--- src/rtl/node_ni_if.sv ---
// Signal bundle between node_ni, its processing element and router port 5.
//
// Handshake semantics: pe_valid/pe_ready and rx_valid/rx_ready transfer one
// flit at every rising edge where both are 1; a valid must hold its flit
// until it is taken. eject_valid and inject_valid cannot be back-pressured,
// and credit is a one-cycle pulse per freed router buffer slot.
interface node_ni_if #(
  parameter int FLIT_W = 20,
  parameter int POS_W  = 4
);
  localparam int PAY_W = FLIT_W - 2 * POS_W;

  logic [POS_W-1:0]  pe_dest;
  logic [PAY_W-1:0]  pe_payload;
  logic              pe_valid;
  logic              pe_ready;
  logic [FLIT_W-1:0] inject;
  logic              inject_valid;
  logic              credit;
  logic [FLIT_W-1:0] eject;
  logic              eject_valid;
  logic [FLIT_W-1:0] rx_data;
  logic              rx_valid;
  logic              rx_ready;

  // NI side
  modport slave (
    input  pe_dest, pe_payload, pe_valid, credit, eject, eject_valid, rx_ready,
    output pe_ready, inject, inject_valid, rx_data, rx_valid
  );

  // PE / router side
  modport master (
    output pe_dest, pe_payload, pe_valid, credit, eject, eject_valid, rx_ready,
    input  pe_ready, inject, inject_valid, rx_data, rx_valid
  );
endinterface

--- src/rtl/node_ni.sv ---
// Network interface between a PE and the local port of a mesh router:
// credit-metered injection FIFO with source stamping, and a dropping
// ejection FIFO for traffic the router cannot hold back.
module node_ni #(
  parameter int FLIT_W    = 20,
  parameter int POS_W     = 4,
  parameter int INJ_DEPTH = 4,
  parameter int EJ_DEPTH  = 4,
  parameter int CREDITS   = 4,
  localparam int CNT_W    = $clog2(CREDITS + 1)
) (
  input  logic             clk,
  input  logic             RST,
  input  logic [POS_W-1:0] position,
  node_ni_if.slave         bus,
  output logic [CNT_W-1:0] credit_cnt,
  output logic [7:0]       drop_cnt,
  output logic             overflow,
  output logic             credit_err
);
  localparam int IAW = $clog2(INJ_DEPTH);
  localparam int EAW = $clog2(EJ_DEPTH);

  // Injection side state
  logic [FLIT_W-1:0] inj_mem_q [INJ_DEPTH];
  logic [FLIT_W-1:0] inj_mem_d [INJ_DEPTH];
  logic [IAW:0]      inj_wr_q, inj_wr_d;
  logic [IAW:0]      inj_rd_q, inj_rd_d;
  logic [FLIT_W-1:0] inject_q, inject_d;
  logic              inject_valid_q, inject_valid_d;
  logic [CNT_W-1:0]  credit_cnt_q, credit_cnt_d;
  logic              credit_err_q, credit_err_d;

  // Ejection side state
  logic [FLIT_W-1:0] ej_mem_q [EJ_DEPTH];
  logic [FLIT_W-1:0] ej_mem_d [EJ_DEPTH];
  logic [EAW:0]      ej_wr_q, ej_wr_d;
  logic [EAW:0]      ej_rd_q, ej_rd_d;
  logic [7:0]        drop_cnt_q, drop_cnt_d;
  logic              overflow_q, overflow_d;

  logic inj_empty, inj_full, pe_push, send;
  logic ej_empty, ej_full, ej_pop, ej_push, ej_drop;
  logic credit_at_max;

  // Pointers carry one extra wrap bit to tell full from empty.
  assign inj_empty = (inj_wr_q == inj_rd_q);
  assign inj_full  = (inj_wr_q[IAW] != inj_rd_q[IAW]) &&
                     (inj_wr_q[IAW-1:0] == inj_rd_q[IAW-1:0]);
  assign ej_empty  = (ej_wr_q == ej_rd_q);
  assign ej_full   = (ej_wr_q[EAW] != ej_rd_q[EAW]) &&
                     (ej_wr_q[EAW-1:0] == ej_rd_q[EAW-1:0]);

  // pe_ready comes from registered full state only; reset masks it.
  assign bus.pe_ready = !inj_full && !RST;
  assign pe_push      = bus.pe_valid && bus.pe_ready;
  assign send         = !inj_empty && (credit_cnt_q != '0);
  assign credit_at_max = (credit_cnt_q == CNT_W'(CREDITS));

  // Show-ahead ejection head; a pop frees room for a same-cycle push.
  assign bus.rx_valid = !ej_empty;
  assign bus.rx_data  = ej_mem_q[ej_rd_q[EAW-1:0]];
  assign ej_pop       = bus.rx_valid && bus.rx_ready;
  assign ej_push      = bus.eject_valid && (!ej_full || ej_pop);
  assign ej_drop      = bus.eject_valid && !ej_push;

  assign bus.inject       = inject_q;
  assign bus.inject_valid = inject_valid_q;
  assign credit_cnt       = credit_cnt_q;
  assign drop_cnt         = drop_cnt_q;
  assign overflow         = overflow_q;
  assign credit_err       = credit_err_q;

  // Injection FIFO write/stamp and credit-gated pop into the inject register.
  always_comb begin
    inj_mem_d      = inj_mem_q;
    inj_wr_d       = inj_wr_q;
    inj_rd_d       = inj_rd_q;
    inject_d       = inject_q;
    inject_valid_d = send;
    if (pe_push) begin
      inj_mem_d[inj_wr_q[IAW-1:0]] = {bus.pe_dest, position, bus.pe_payload};
      inj_wr_d = inj_wr_q + (IAW+1)'(1);
    end
    if (send) begin
      inject_d = inj_mem_q[inj_rd_q[IAW-1:0]];
      inj_rd_d = inj_rd_q + (IAW+1)'(1);
    end
  end

  // Credit counter: a send and a returned credit in one cycle cancel out.
  always_comb begin
    credit_cnt_d = credit_cnt_q;
    credit_err_d = credit_err_q;
    if (bus.credit && credit_at_max) begin
      credit_err_d = 1'b1;
    end
    if (bus.credit && !send) begin
      if (!credit_at_max) begin
        credit_cnt_d = credit_cnt_q + CNT_W'(1);
      end
    end else if (send && !bus.credit) begin
      credit_cnt_d = credit_cnt_q - CNT_W'(1);
    end
  end

  // Ejection FIFO push/pop and saturating drop accounting.
  always_comb begin
    ej_mem_d   = ej_mem_q;
    ej_wr_d    = ej_wr_q;
    ej_rd_d    = ej_rd_q;
    drop_cnt_d = drop_cnt_q;
    overflow_d = overflow_q;
    if (ej_push) begin
      ej_mem_d[ej_wr_q[EAW-1:0]] = bus.eject;
      ej_wr_d = ej_wr_q + (EAW+1)'(1);
    end
    if (ej_pop) begin
      ej_rd_d = ej_rd_q + (EAW+1)'(1);
    end
    if (ej_drop) begin
      overflow_d = 1'b1;
      if (drop_cnt_q != 8'hFF) begin
        drop_cnt_d = drop_cnt_q + 8'd1;
      end
    end
  end

  // State register; reset empties both FIFOs and clears their storage.
  always_ff @(posedge clk) begin
    if (RST) begin
      for (int i = 0; i < INJ_DEPTH; i++) inj_mem_q[i] <= '0;
      for (int i = 0; i < EJ_DEPTH; i++)  ej_mem_q[i]  <= '0;
      inj_wr_q       <= '0;
      inj_rd_q       <= '0;
      inject_q       <= '0;
      inject_valid_q <= 1'b0;
      credit_cnt_q   <= CNT_W'(CREDITS);
      credit_err_q   <= 1'b0;
      ej_wr_q        <= '0;
      ej_rd_q        <= '0;
      drop_cnt_q     <= '0;
      overflow_q     <= 1'b0;
    end else begin
      inj_mem_q      <= inj_mem_d;
      ej_mem_q       <= ej_mem_d;
      inj_wr_q       <= inj_wr_d;
      inj_rd_q       <= inj_rd_d;
      inject_q       <= inject_d;
      inject_valid_q <= inject_valid_d;
      credit_cnt_q   <= credit_cnt_d;
      credit_err_q   <= credit_err_d;
      ej_wr_q        <= ej_wr_d;
      ej_rd_q        <= ej_rd_d;
      drop_cnt_q     <= drop_cnt_d;
      overflow_q     <= overflow_d;
    end
  end
endmodule

--- src/flat_wrapper.sv ---
// flat-port wrapper written by rule: the top's interface ports become plain ports
module node_ni_flat 
#(
  parameter int FLIT_W    = 20,
  parameter int POS_W     = 4,
  parameter int INJ_DEPTH = 4,
  parameter int EJ_DEPTH  = 4,
  parameter int CREDITS   = 4,
  localparam int CNT_W    = $clog2(CREDITS + 1)
)
  (clk, RST, position, credit_cnt, drop_cnt, overflow, credit_err, bus_pe_dest, bus_pe_payload, bus_pe_valid, bus_credit, bus_eject, bus_eject_valid, bus_rx_ready, bus_pe_ready, bus_inject, bus_inject_valid, bus_rx_data, bus_rx_valid);
  node_ni_if #(.FLIT_W(FLIT_W), .POS_W(POS_W)) bus_i ();
  input  logic clk;
  input  logic RST;
  input  logic [POS_W-1:0] position;
  output logic [CNT_W-1:0] credit_cnt;
  output logic [7:0] drop_cnt;
  output logic overflow;
  output logic credit_err;
  input wire logic [$bits(bus_i.pe_dest)-1:0] bus_pe_dest;
  input wire logic [$bits(bus_i.pe_payload)-1:0] bus_pe_payload;
  input wire logic [$bits(bus_i.pe_valid)-1:0] bus_pe_valid;
  input wire logic [$bits(bus_i.credit)-1:0] bus_credit;
  input wire logic [$bits(bus_i.eject)-1:0] bus_eject;
  input wire logic [$bits(bus_i.eject_valid)-1:0] bus_eject_valid;
  input wire logic [$bits(bus_i.rx_ready)-1:0] bus_rx_ready;
  output wire logic [$bits(bus_i.pe_ready)-1:0] bus_pe_ready;
  output wire logic [$bits(bus_i.inject)-1:0] bus_inject;
  output wire logic [$bits(bus_i.inject_valid)-1:0] bus_inject_valid;
  output wire logic [$bits(bus_i.rx_data)-1:0] bus_rx_data;
  output wire logic [$bits(bus_i.rx_valid)-1:0] bus_rx_valid;
  assign bus_i.pe_dest = bus_pe_dest;
  assign bus_i.pe_payload = bus_pe_payload;
  assign bus_i.pe_valid = bus_pe_valid;
  assign bus_i.credit = bus_credit;
  assign bus_i.eject = bus_eject;
  assign bus_i.eject_valid = bus_eject_valid;
  assign bus_i.rx_ready = bus_rx_ready;
  assign bus_pe_ready = bus_i.pe_ready;
  assign bus_inject = bus_i.inject;
  assign bus_inject_valid = bus_i.inject_valid;
  assign bus_rx_data = bus_i.rx_data;
  assign bus_rx_valid = bus_i.rx_valid;
  node_ni #(.FLIT_W(FLIT_W), .POS_W(POS_W), .INJ_DEPTH(INJ_DEPTH), .EJ_DEPTH(EJ_DEPTH), .CREDITS(CREDITS)) u_core (.clk(clk), .RST(RST), .position(position), .bus(bus_i), .credit_cnt(credit_cnt), .drop_cnt(drop_cnt), .overflow(overflow), .credit_err(credit_err));
endmodule
--- config.mk ---
export PLATFORM = sky130hd
export DESIGN_NAME = node_ni_flat
export DESIGN_NICKNAME = d
export VERILOG_FILES = /design/src/rtl/node_ni_if.sv /design/src/rtl/node_ni.sv /design/src/flat_wrapper.sv
export SDC_FILE = /design/constraint.sdc
export NUM_CORES = 1
export LEC_CHECK = 0
export ABC_AREA = 1
export BUFFER_PORTS_ARGS = -buffer_cell sky130_fd_sc_hd__buf_2
export CORE_AREA = 3 3 126 128
export CTS_CLUSTER_DIAMETER = 100
export CTS_CLUSTER_SIZE = 20
export DETAILED_ROUTE_END_ITERATION = 10
export DIE_AREA = 0 0 129 131
export GPL_TIMING_DRIVEN = 0
export PLACE_DENSITY_LB_ADDON = 0.25
export REMOVE_ABC_BUFFERS = 1
export SYNTH_ARGS = -nofsm -noshare
export SYNTH_HDL_FRONTEND = slang
export SYNTH_SLANG_ARGS = --single-unit
--- constraint.sdc ---
create_clock -name clk -period 3.9 [get_ports clk]
set_clock_uncertainty 0.1 [all_clocks]
set_input_delay 0.39 -clock clk [delete_from_list [all_inputs] [get_ports clk]]
set_output_delay 0.39 -clock clk [all_outputs]
set_load 0.03 [all_outputs]
==> metrics.cfg <==
[sta]
relSlewSlack=0.107
max_slew.worst_pin.slew_ps=1340
setup_viol_count_final=0
period_share=0.909
finalMaxSlewViolations=0
layout_setup_ws_ps=356
timing.fmax_mhz=282
hold_ws_ps=95.3
min_period_ps=3540
timing.final.hold_violations=0
rsz0062_at_grt=no

[route]
via_per_inst=5.81
drtPass1Iterations=5
antenna_left=0
drt_first_iter_violations=753
finalWirelength_um=23000
vias=8300
drc=0
wl_per_cell_um=16.1

[critical_path]
rrSetupSlack_ps=360
worstSetupPathType=reg -> reg
worstPathArrival_ps=3790
ff2ff_path_depth=10
required_ps=4150
cp_max_fo=31
reg2reg_from=u_core.inj_rd_q[1]$_SDFFE_PP0P_
crit_path_cell_trace=inv_2, nand2_1, nand2_1, nand4_2, nand2_2, nor2_4, buf_16, nand2_1, nand2_1, a21oi_1
crit_slowest_cell=dfxtp_2
cp_num_buf_inv=2
max_stage_delay_ps=730
crit_path_end_kind=flip-flop
start_kind=flip-flop
cp_common_cell=nand2_1
crit_start=u_core.inj_rd_q[1]$_SDFFE_PP0P_
r2r-end=u_core.inj_mem_q[15]$_SDFFE_PP0P_
critPathTopFamily=simple AND/OR/NAND/NOR gates

[flow_run]
cap_violations=0

[cells_and_area]
areaGrowthSynthToFinish_pct=8.91
fillers=1370
antenna_cells=0
drive_gt1_frac=0.116
fin_area_um2=9640
num-nets-final=1299

[pwr]
pwr_density_cell_nw_per_um2=573
irDropWorstVdd_uv=343
power_leakage_uw=0.00390
report.power.total_uw=5530

[place]
place_hpwl_um=12700
gp_congestion=0.762
io_buffers=101
dpl-instance-area_um2=9220
dp_slack_ps=-58.4

[floorplan]
rows=45
dieArea_um2=16900
die_h_um=131
start_util=0.591
die_w_um=129
core_um2=15000
pin_count=102

[clock_network]
clock_sinks=206
path_clk_slew_ps=80
htreeDepth=1
root_buffer=clkbuf_16
clockBufferDepth=3
clk_latency_ps=470
numCtsBuffers=14
cts_tree=built

[hold_path]
min_path_cells=3
worstHoldPathType=in -> reg
min_to=u_core.ej_mem_q[45]$_SDFFE_PP0P_
min_from=bus_eject[5]

[global_route]
grt_usage=0.261
grt_max_degree=105
grt_pass1_wl_um=36400
grt_pass1_vias=7257
overflow=0
grt_antenna_before_repair=2

[synthesis]
ys_seq_area_frac=0.466
synth_area_um2=8850
synth_cells=1213
avgSynthCellArea_um2=7.29
ys_types=32
ys_warn_count=0
synth.ff_latch_count=206

[run_status]
status=finished, final reports clean

metal layers:
| metal | share of wire | vias to the layer above | global-route usage |
|---|---|---|---|
| li1 | - | 4089 | - |
| met1 | 0.43 | 3869 | 0.345 |
| met2 | 0.48 | 304 | 0.455 |
| met3 | 0.072 | 34 | 0.0358 |
| met4 | 0.014 | 4 | 0.0636 |
| met5 | 0.0012 | - | 0 |
cells in the final DEF, fill, tap and decap left out, drive strengths merged:
cell    instances
dfxtp         206
xor2            4
a21oi          98
xnor2           3
nand3b          2
nor3            1
nand3          93
nor2          300
clkbuf         15
o21ai         189
nand2         134
o21a            1
inv            27
fa              1
nand4           6
o22ai          20
a31oi          23
ha             11
buf           107
area by class of cell:
type | instances | area, um^2 | area share
clock buffers | 15 | 375 | 0.0390
clock inverters | 1 | 16.3 | 0.00169
inverters | 26 | 103 | 0.0106
multi-input cells | 886 | 4140 | 0.429
flip-flops and latches | 206 | 4130 | 0.429
well taps | 188 | 235 | 0.0244
repair buffers | 107 | 641 | 0.0665
state kept, by name, indices dropped and copies added (netlist names):
name and cells:
u_core.ej_mem_q 80, u_core.inj_mem_q 80, u_core.bus.inject 20, u_core.drop_cnt 8, u_core.credit_cnt 3, u_core.ej_rd_q 3
u_core.ej_wr_q 3, u_core.inj_rd_q 3, u_core.inj_wr_q 3, u_core.bus.inject_valid 1, u_core.credit_err 1, u_core.overflow 1
worst register-to-register path, delay by kind of cell, from the launching register on:
kind                   cells  cell delay [ps]
and+or+nand+nor            7             1830
DFF                        1              730
buffers and inverters      2              690
AOI/OAI and AO/OA          1               80
power by group:
group          leakage [uW]  switching (uW)  internal (uW)
clock              0.000192             717            696
sequential          0.00168             231           2290
combinational       0.00202            1130            458
logic make-up (layout without fill, tap and decap cells):
family / Yosys count / in the layout / share of synthesized area
flip-flops: 206 / 206 / 0.466
XOR/XNOR: 7 / 7 / 0.00778
adder cells (fa/ha/maj): 12 / 12 / 0.0178
buffers and inverters: 121 / 149 / 0.0667
AO/OA/AOI/OAI: 331 / 331 / 0.194
AND/OR/NAND/NOR: 536 / 536 / 0.248
what timing repair did:
item                                    4_1_cts  5_1_grt
endpoints found under the setup margin       21       23
setup buffers                                 0        0
gates resized for setup                       1        1
hold buffers                                  0        0
pin swaps                                     0        0
worst max-delay path by stage:
stage,slack [ps],cells after the start,endpoint
2_1_floorplan,240,10,u_core.inj_wr_q[2]$_SDFFE_PP0P_
3_3_place_gp,-2190,7,u_core.inj_mem_q[14]$_SDFFE_PP0P_
3_5_place_dp,-60,10,u_core.inj_mem_q[4]$_SDFFE_PP0P_
4_1_cts,130,10,u_core.inj_mem_q[4]$_SDFFE_PP0P_
5_1_grt,140,11,u_core.inj_wr_q[2]$_SDFFE_PP0P_
6_report,360,10,u_core.inj_mem_q[15]$_SDFFE_PP0P_
stage by stage:
step,utilization,std cells,TNS (ps)
2_1_floorplan,-,1118,0
3_3_place_gp,0.608,1407,-156300
3_5_place_dp,0.616,1411,-613
4_1_cts,0.642,1427,0
5_1_grt,0.643,1429,0
6_report,0.643,1429,0
synth_stat cells (all sizes together):
cell / instances / area share
nor2: 300 / 0.13
dfxtp: 206 / 0.47
o21ai: 189 / 0.11
nand2: 134 / 0.059
a21oi: 98 / 0.056
nand3: 93 / 0.053
clkbuf: 58 / 0.025
buf: 37 / 0.031
inv: 26 / 0.011
a31oi: 23 / 0.016
o22ai: 20 / 0.014
ha: 11 / 0.016
nand4: 6 / 0.0049
xor2: 4 / 0.0048
xnor2: 3 / 0.0030
nand3b: 2 / 0.0017
fa: 1 / 0.0023
nor3: 1 / 0.00057
o21a: 1 / 0.00085
Note: power is estimated with default switching activity, not from simulation.
